File: src/rtl/quad_pkg.sv
// Shared types and constants for the quadrature decoder.
// The Gray step table gives the forward successor of each {A,B} state.
package quad_pkg;

    typedef enum logic {
        INIT,
        TRACK
    } qd_state_t;

    localparam int FILT_W = 4;

    // Forward successor, indexed by the current {A,B}.
    // 00->01, 01->11, 11->10, 10->00.
    localparam logic [3:0][1:0] FWD_STEP = {2'b10, 2'b00, 2'b11, 2'b01};

    function automatic logic [1:0] fwd_next(input logic [1:0] ab);
        return FWD_STEP[ab];
    endfunction

endpackage

File: src/rtl/quad_decoder_if.sv
// Encoder inputs and counter-side outputs of the quadrature decoder.
// The slave modport is the decoder side.
interface quad_decoder_if;

    logic       ENC_A;
    logic       ENC_B;
    logic       ENC_Z;
    logic       IDX_EN;
    logic       CLR;
    logic       UP;
    logic       DN;
    logic       LOAD;
    logic [7:0] LDATA;
    logic       ERR;
    logic [7:0] ERR_CNT;

    modport master (
        output ENC_A, ENC_B, ENC_Z, IDX_EN, CLR,
        input  UP, DN, LOAD, LDATA, ERR, ERR_CNT
    );

    modport slave (
        input  ENC_A, ENC_B, ENC_Z, IDX_EN, CLR,
        output UP, DN, LOAD, LDATA, ERR, ERR_CNT
    );

endinterface

File: src/rtl/qd_filter.sv
// One-bit channel conditioner: a 2-flop synchronizer followed by a stability filter.
// The seed input forces the filtered value straight from the synchronizer.
module qd_filter
    import quad_pkg::*;
#(
    parameter int FILT_LEN = 3
) (
    input  logic clk,
    input  logic rst,
    input  logic seed,
    input  logic raw,
    output logic sync,
    output logic filt
);

    logic              s1;
    logic              s2;
    logic [FILT_W-1:0] run;

    assign sync = s2;

    always_ff @(posedge clk) begin
        if (rst) begin
            s1   <= 1'b0;
            s2   <= 1'b0;
            filt <= 1'b0;
            run  <= '0;
        end else begin
            s1 <= raw;
            s2 <= s1;
            if (seed) begin
                filt <= s2;
                run  <= '0;
            end else if (s2 == filt) begin
                run <= '0;
            end else if (run == FILT_W'(FILT_LEN - 1)) begin
                // This edge is the FILT_LEN-th consecutive disagreement.
                filt <= s2;
                run  <= '0;
            end else begin
                run <= run + 1'b1;
            end
        end
    end

endmodule

File: src/rtl/quad_decoder.sv
// Quadrature decoder: conditions A/B/Z, decodes Gray steps into UP/DN/ERR pulses,
// and issues LOAD requests from CLR or the index channel.
module quad_decoder
    import quad_pkg::*;
#(
    parameter int         FILT_LEN = 3,
    parameter logic [7:0] IDX_VAL  = 8'h00
) (
    input  logic          CLK,
    input  logic          RES,
    quad_decoder_if.slave bus
);

    // Channel index 0 = A, 1 = B, 2 = Z.
    logic [2:0] raw;
    logic [2:0] sync;
    logic [2:0] filt;
    logic       seed;

    assign raw = {bus.ENC_Z, bus.ENC_B, bus.ENC_A};

    generate
        for (genvar i = 0; i < 3; i++) begin : g_filt
            qd_filter #(.FILT_LEN(FILT_LEN)) u_filt (
                .clk  (CLK),
                .rst  (RES),
                .seed (seed),
                .raw  (raw[i]),
                .sync (sync[i]),
                .filt (filt[i])
            );
        end
    endgenerate

    qd_state_t  state_q, state_d;
    logic [1:0] init_cnt_q;

    always_ff @(posedge CLK) begin
        if (RES) begin
            state_q    <= INIT;
            init_cnt_q <= 2'd0;
        end else begin
            state_q <= state_d;
            if (state_q == INIT && init_cnt_q != 2'd2)
                init_cnt_q <= init_cnt_q + 2'd1;
        end
    end

    // Seeding waits until s2 carries a post-reset sample of the encoder.
    always_comb begin
        state_d = state_q;
        seed    = 1'b0;
        case (state_q)
            INIT: begin
                if (init_cnt_q == 2'd2) begin
                    seed    = 1'b1;
                    state_d = TRACK;
                end
            end
            TRACK:   state_d = TRACK;
            default: state_d = INIT;
        endcase
    end

    logic [1:0] ab_q, ab_cur;
    logic       z_q, z_prev;
    logic       trk, moved;
    logic       step_up, step_dn, step_err, idx_evt;
    logic       up_q, dn_q, err_q, load_q;
    logic [7:0] ldata_q, err_cnt_q;

    assign trk      = (state_q == TRACK);
    assign moved    = trk && (ab_q != ab_cur);
    assign step_up  = moved && (fwd_next(ab_cur) == ab_q);
    assign step_dn  = moved && (fwd_next(ab_q) == ab_cur);
    assign step_err = moved && !step_up && !step_dn;
    assign idx_evt  = trk && z_q && !z_prev && bus.IDX_EN;

    always_ff @(posedge CLK) begin
        if (RES) begin
            ab_q      <= 2'b00;
            ab_cur    <= 2'b00;
            z_q       <= 1'b0;
            z_prev    <= 1'b0;
            up_q      <= 1'b0;
            dn_q      <= 1'b0;
            err_q     <= 1'b0;
            load_q    <= 1'b0;
            ldata_q   <= 8'h00;
            err_cnt_q <= 8'h00;
        end else begin
            if (seed) begin
                ab_q   <= {sync[0], sync[1]};
                ab_cur <= {sync[0], sync[1]};
                z_q    <= sync[2];
                z_prev <= sync[2];
            end else begin
                ab_q   <= {filt[0], filt[1]};
                ab_cur <= ab_q;
                z_q    <= filt[2];
                z_prev <= z_q;
            end
            up_q   <= step_up;
            dn_q   <= step_dn;
            err_q  <= step_err;
            load_q <= bus.CLR | idx_evt;
            if (bus.CLR)
                ldata_q <= 8'h00;
            else if (idx_evt)
                ldata_q <= IDX_VAL;
            if (bus.CLR)
                err_cnt_q <= 8'h00;
            else if (step_err && err_cnt_q != 8'hFF)
                err_cnt_q <= err_cnt_q + 8'd1;
        end
    end

    assign bus.UP      = up_q;
    assign bus.DN      = dn_q;
    assign bus.ERR     = err_q;
    assign bus.LOAD    = load_q;
    assign bus.LDATA   = ldata_q;
    assign bus.ERR_CNT = err_cnt_q;

endmodule

File: src/flat_wrapper.sv
// flat-port wrapper written by rule: the top's interface ports become plain ports
module quad_decoder_flat import quad_pkg::*;
#(
    parameter int         FILT_LEN = 3,
    parameter logic [7:0] IDX_VAL  = 8'h00
)
  (CLK, RES, bus_ENC_A, bus_ENC_B, bus_ENC_Z, bus_IDX_EN, bus_CLR, bus_UP, bus_DN, bus_LOAD, bus_LDATA, bus_ERR, bus_ERR_CNT);
  quad_decoder_if bus_i ();
  input  logic CLK;
  input  logic RES;
  input wire logic [$bits(bus_i.ENC_A)-1:0] bus_ENC_A;
  input wire logic [$bits(bus_i.ENC_B)-1:0] bus_ENC_B;
  input wire logic [$bits(bus_i.ENC_Z)-1:0] bus_ENC_Z;
  input wire logic [$bits(bus_i.IDX_EN)-1:0] bus_IDX_EN;
  input wire logic [$bits(bus_i.CLR)-1:0] bus_CLR;
  output wire logic [$bits(bus_i.UP)-1:0] bus_UP;
  output wire logic [$bits(bus_i.DN)-1:0] bus_DN;
  output wire logic [$bits(bus_i.LOAD)-1:0] bus_LOAD;
  output wire logic [$bits(bus_i.LDATA)-1:0] bus_LDATA;
  output wire logic [$bits(bus_i.ERR)-1:0] bus_ERR;
  output wire logic [$bits(bus_i.ERR_CNT)-1:0] bus_ERR_CNT;
  assign bus_i.ENC_A = bus_ENC_A;
  assign bus_i.ENC_B = bus_ENC_B;
  assign bus_i.ENC_Z = bus_ENC_Z;
  assign bus_i.IDX_EN = bus_IDX_EN;
  assign bus_i.CLR = bus_CLR;
  assign bus_UP = bus_i.UP;
  assign bus_DN = bus_i.DN;
  assign bus_LOAD = bus_i.LOAD;
  assign bus_LDATA = bus_i.LDATA;
  assign bus_ERR = bus_i.ERR;
  assign bus_ERR_CNT = bus_i.ERR_CNT;
  quad_decoder #(.FILT_LEN(FILT_LEN), .IDX_VAL(IDX_VAL)) u_core (.CLK(CLK), .RES(RES), .bus(bus_i));
endmodule
File: config.mk
export PLATFORM = sky130hd
export DESIGN_NAME = quad_decoder_flat
export DESIGN_NICKNAME = d
export VERILOG_FILES = /design/src/rtl/quad_pkg.sv /design/src/rtl/quad_decoder_if.sv /design/src/rtl/qd_filter.sv /design/src/rtl/quad_decoder.sv /design/src/flat_wrapper.sv
export SDC_FILE = /design/constraint.sdc
export NUM_CORES = 1
export LEC_CHECK = 0
export ABC_AREA = 1
export BUFFER_PORTS_ARGS = -buffer_cell sky130_fd_sc_hd__buf_2
export CORE_MARGIN = 4
export CORE_UTILIZATION = 38
export CTS_CLUSTER_SIZE = 12
export DETAILED_ROUTE_END_ITERATION = 10
export PLACE_DENSITY_LB_ADDON = 0.2
export SKIP_CTS_REPAIR_TIMING = 1
export SLEW_MARGIN = 10
export SYNTH_ARGS = -nofsm -noshare
export SYNTH_HDL_FRONTEND = slang
export SYNTH_SLANG_ARGS = --single-unit
export TNS_END_PERCENT = 20
File: constraint.sdc
create_clock -name CLK -period 1.5 [get_ports CLK]
set_input_delay 0.15 -clock CLK [delete_from_list [all_inputs] [get_ports CLK]]
set_output_delay 0.15 -clock CLK [all_outputs]
set_load 0.1 [all_outputs]
==> summary.md <==
| Metric | Value |
|---|---|
| Status | finished, final reports clean |
| Count of endpoints failing hold in the final timing report | 0 |
| Type of the most critical hold path | in -> reg |
| Core area | 0.00475 sq mm |
| Post-route fraction of the period consumed by the critical path | 0.885 |
| Wire length reported by the detailed router | 3040 um |
| Width of the die | 78.2 um |
| Number of flip-flops and latches in the synthesized netlist | 42 |
| Avg Inst Size Synth | 7.77 sq um |
| TNS Setup | 0 ns |
| Warnings, synthesis | 0 |
| Clock sinks | 42 |
| Worst-skew pair later-pin latency | 0.30 ns |
| Half-perimeter wire length after placement | 2330 um |
| Routed vias | 1410 |
| R2r endpoint | u_core.g_filt[0].u_filt.run[3] |
| Number of cells on the worst hold path | 3 |
| Post-synthesis instance total | 241 |
| Netlist cell types | 23 |
| Cell-by-cell trace of the critical path | inv_1, ha_1, inv_1, nor2_1, inv_2, nand2_1, inv_2, nand3_1, nor2_1 |
| Reg area | 866 sq um |
| Worst reg2reg startpoint | u_core.init_cnt_q[0] |
| Via density per instance | 4.23 |
| Synthesized-area fraction occupied by and/or/nand/nor cells | 0.288 |
| TritonCTS clock tree | built |
| Number of DRC markers in iteration 0 | 32 |
| Compound-cell area share of the yosys netlist | 0.0615 |
| Most frequent standard cell in the layout excluding fill and tap cells | sky130_fd_sc_hd__nand2_1 |
| Post-Synth Adder-Cell Area | 0.0534 |
| Endpoint arrival time on the critical path | 1.56 ns |
| Commonest cells after routing, fill and taps aside | sky130_fd_sc_hd__nand2_1, sky130_fd_sc_hd__nor2_1, sky130_fd_sc_hd__dfxtp_1 |
| Cell depth of the worst flop-to-flop path | 9 |
| Cell row count | 25 |
| Total number of nets in the final design | 280 |
| Final global-route overflow total | 0 |
| Share of synthesized area occupied by flip-flops and latches | 0.449 |
| Routed length per instance | 9.13 um |
| Achievable clock frequency | 753 MHz |
| Required time of the critical path | 1.73 ns |
| Type of element capturing the critical path | register |
| Max cap viols | 0 |
| Number of CTS-inserted buffers | 5 |
| Reg2Reg Setup Slack | 0.17 ns |
| Level count of the clock H-tree | 2 |
| CP Class | reg -> reg |
| DR DRC count | 0 |
| Fraction of synthesized cell area in xor and xnor cells | 0.0561 |
| Proportion of synthesized area in mux cells | 0 |
| Portion of synthesized cell area occupied by the leading cell type | 0.449 |
| Antenna violations before repair | 0 |
| Slew Viols, Final | 0 |
| Post-layout min period | 1.33 ns |
| Critical path launch point type | register |
| Register clock-pin slew on the reported worst setup and hold paths | 0.08 ns |
| Static leakage power | 0.000989 uW |
| Largest family of logic cells by synthesized area | simple AND/OR/NAND/NOR gates |
| Clk root buf | sky130_fd_sc_hd__clkbuf_8 |
| Effective utilization at floorplan | 0.394 |
| GRT Total Usage | 0.113 |
| Drt first pass iters | 4 |
| Crit-path slowest cell | sky130_fd_sc_hd__dfxtp_1 |
| Area contributors post-synth | sky130_fd_sc_hd__dfxtp_1, sky130_fd_sc_hd__nand2_1, sky130_fd_sc_hd__nor2_1 |
| Slowest cell delay on critical path | 0.35 ns |
| Die Y-Extent | 78.2 um |
| Pre-CTS worst setup slack | 0.160 ns |
| Ports placed on the boundary | 27 |
| Pin count of the biggest net entering global routing | 17 |
| Wire length of the first global-routing pass | 5550 um |
| Library cell occupying the most area in the post-synthesis netlist | sky130_fd_sc_hd__dfxtp_1 |
| Area overhead of the layout relative to synthesis | 15.6% |
| DIE AREA | 0.00612 sq mm |
| Buffers on Ports | 18 |
| Slack of the critical path | 0.172 ns |
| Mapped cell area | 0.00187 sq mm |
| Routability congestion estimate | 0.802 |
| Count of filler cells inserted in the layout | 480 |
| CTS Buffer Depth | 2 |
| Final antenna diode count | 0 |
| RSZ-0062 raised after global routing | no |
| Count of endpoints failing setup in the final report | 0 |
| Worst-case hold path end point | u_core.g_filt[0].u_filt.s1 |
| Vias in the first global route | 1340 |
| Area used by multi-input combinational logic | 902 sq um |
| Power per Cell Area | 1270 mW/mm^2 |
| Ratio of cells with drive above 1 in the final layout | 0.188 |
| Maximum clock skew at final layout | 0.00886 ns |
| ANT nets after route | 0 |
| Peak VDD IR | 0.494 mV |
| Maximum fanout along the worst path | 9 |
| Hold Path Origin | bus_ENC_A |
power breakdown:
| group | total, uW | internal, uW | switching [uW] |
|---|---|---|---|
| combinational | 615 | 184 | 431 |
| sequential | 1310 | 1220 | 95.7 |
| clock | 823 | 432 | 391 |
synthesized netlist by cell type:
library cell	instances
sky130_fd_sc_hd__o21a_1	1
sky130_fd_sc_hd__xor2_1	9
sky130_fd_sc_hd__clkbuf_1	1
sky130_fd_sc_hd__buf_1	1
sky130_fd_sc_hd__conb_1	1
sky130_fd_sc_hd__nand4_4	1
sky130_fd_sc_hd__ha_1	8
sky130_fd_sc_hd__nor2_8	1
sky130_fd_sc_hd__nand2_1	49
sky130_fd_sc_hd__inv_2	4
sky130_fd_sc_hd__a21o_1	1
sky130_fd_sc_hd__xnor2_1	3
sky130_fd_sc_hd__inv_1	23
sky130_fd_sc_hd__nor3_1	1
sky130_fd_sc_hd__nand3_1	20
sky130_fd_sc_hd__nand2_2	4
sky130_fd_sc_hd__buf_4	8
sky130_fd_sc_hd__nor2_4	1
sky130_fd_sc_hd__dfxtp_1	42
sky130_fd_sc_hd__o21ai_0	4
sky130_fd_sc_hd__nand2_4	2
sky130_fd_sc_hd__a21oi_1	16
sky130_fd_sc_hd__nor2_1	40
routing by layer:
metal | track usage | part of all wire | up-vias
li1 | - | - | 792
met1 | 0.130 | 0.46 | 580
met2 | 0.192 | 0.46 | 31
met3 | 0.0356 | 0.070 | 7
met4 | 0.0524 | 0.018 | 0
met5 | 0 | 0 | -
worst max-delay path: cells and delay by family (launching register included):
kind          cells  cell delay, ns
buf+inv           4            0.31
fa+ha+maj         1            0.20
flops             1            0.35
simple gates      4            0.39
stage by stage:
step	power (uW)	utilization	cell area, sq um	hold slack (ns)	cells
5_1_grt	2940	0.456	2170	0.0356	333
3_5_place_dp	1950	0.433	2060	0.355	325
6_report	2750	0.456	2170	0.0460	333
3_3_place_gp	1940	0.433	2060	0.348	325
2_1_floorplan	1850	-	1940	0.257	248
4_1_cts	2800	0.456	2170	0.0315	333
logic make-up after synthesis:
logic type               count (synthesis)
other                                    1
flip-flops                              42
XOR/XNOR                                12
adder cells (fa/ha/maj)                  8
buffers and inverters                   37
AND/OR/NAND/NOR                        119
AO/OA/AOI/OAI                           22
flip-flops by register name, indices dropped and copies added (netlist names):
register and count:
u_core.g_filt.u_filt.run 12, u_core.bus.ERR_CNT 8, u_core.g_filt.u_filt.filt 3, u_core.g_filt.u_filt.s1 3, u_core.g_filt.u_filt.sync 3, u_core.ab_cur 2, u_core.ab_q 2, u_core.init_cnt_q 2
u_core.bus.DN 1, u_core.bus.ERR 1, u_core.bus.LOAD 1, u_core.bus.UP 1, u_core.state_q 1, u_core.z_prev 1, u_core.z_q 1
cell type report:
class	instances	area share
Clock buffer	6	0.0433
Clock inverter	2	0.00635
Inverter	27	0.0468
Multi-Input combinational cell	169	0.417
Sequential cell	42	0.400
Tap cell	67	0.0387
Timing Repair Buffer	20	0.0485
how the worst max path moves through the flow:
stage | to | startpoint | cells past startpoint | slack [ns]
6_report | u_core.g_filt[0].u_filt.run[3] | u_core.init_cnt_q[0] | 9 | 0.17
5_1_grt | u_core.g_filt[0].u_filt.run[1] | u_core.init_cnt_q[0] | 9 | 0.003
4_1_cts | u_core.g_filt[0].u_filt.run[3] | u_core.init_cnt_q[0] | 9 | 0.15
3_5_place_dp | u_core.g_filt[0].u_filt.run[0] | u_core.init_cnt_q[0] | 9 | 0.16
3_3_place_gp | u_core.g_filt[2].u_filt.run[1] | u_core.init_cnt_q[0] | 9 | 0.18
2_1_floorplan | u_core.bus.ERR_CNT[6] | u_core.bus.ERR_CNT[0] | 7 | 0.03
Power figures use the tool's default switching activity.
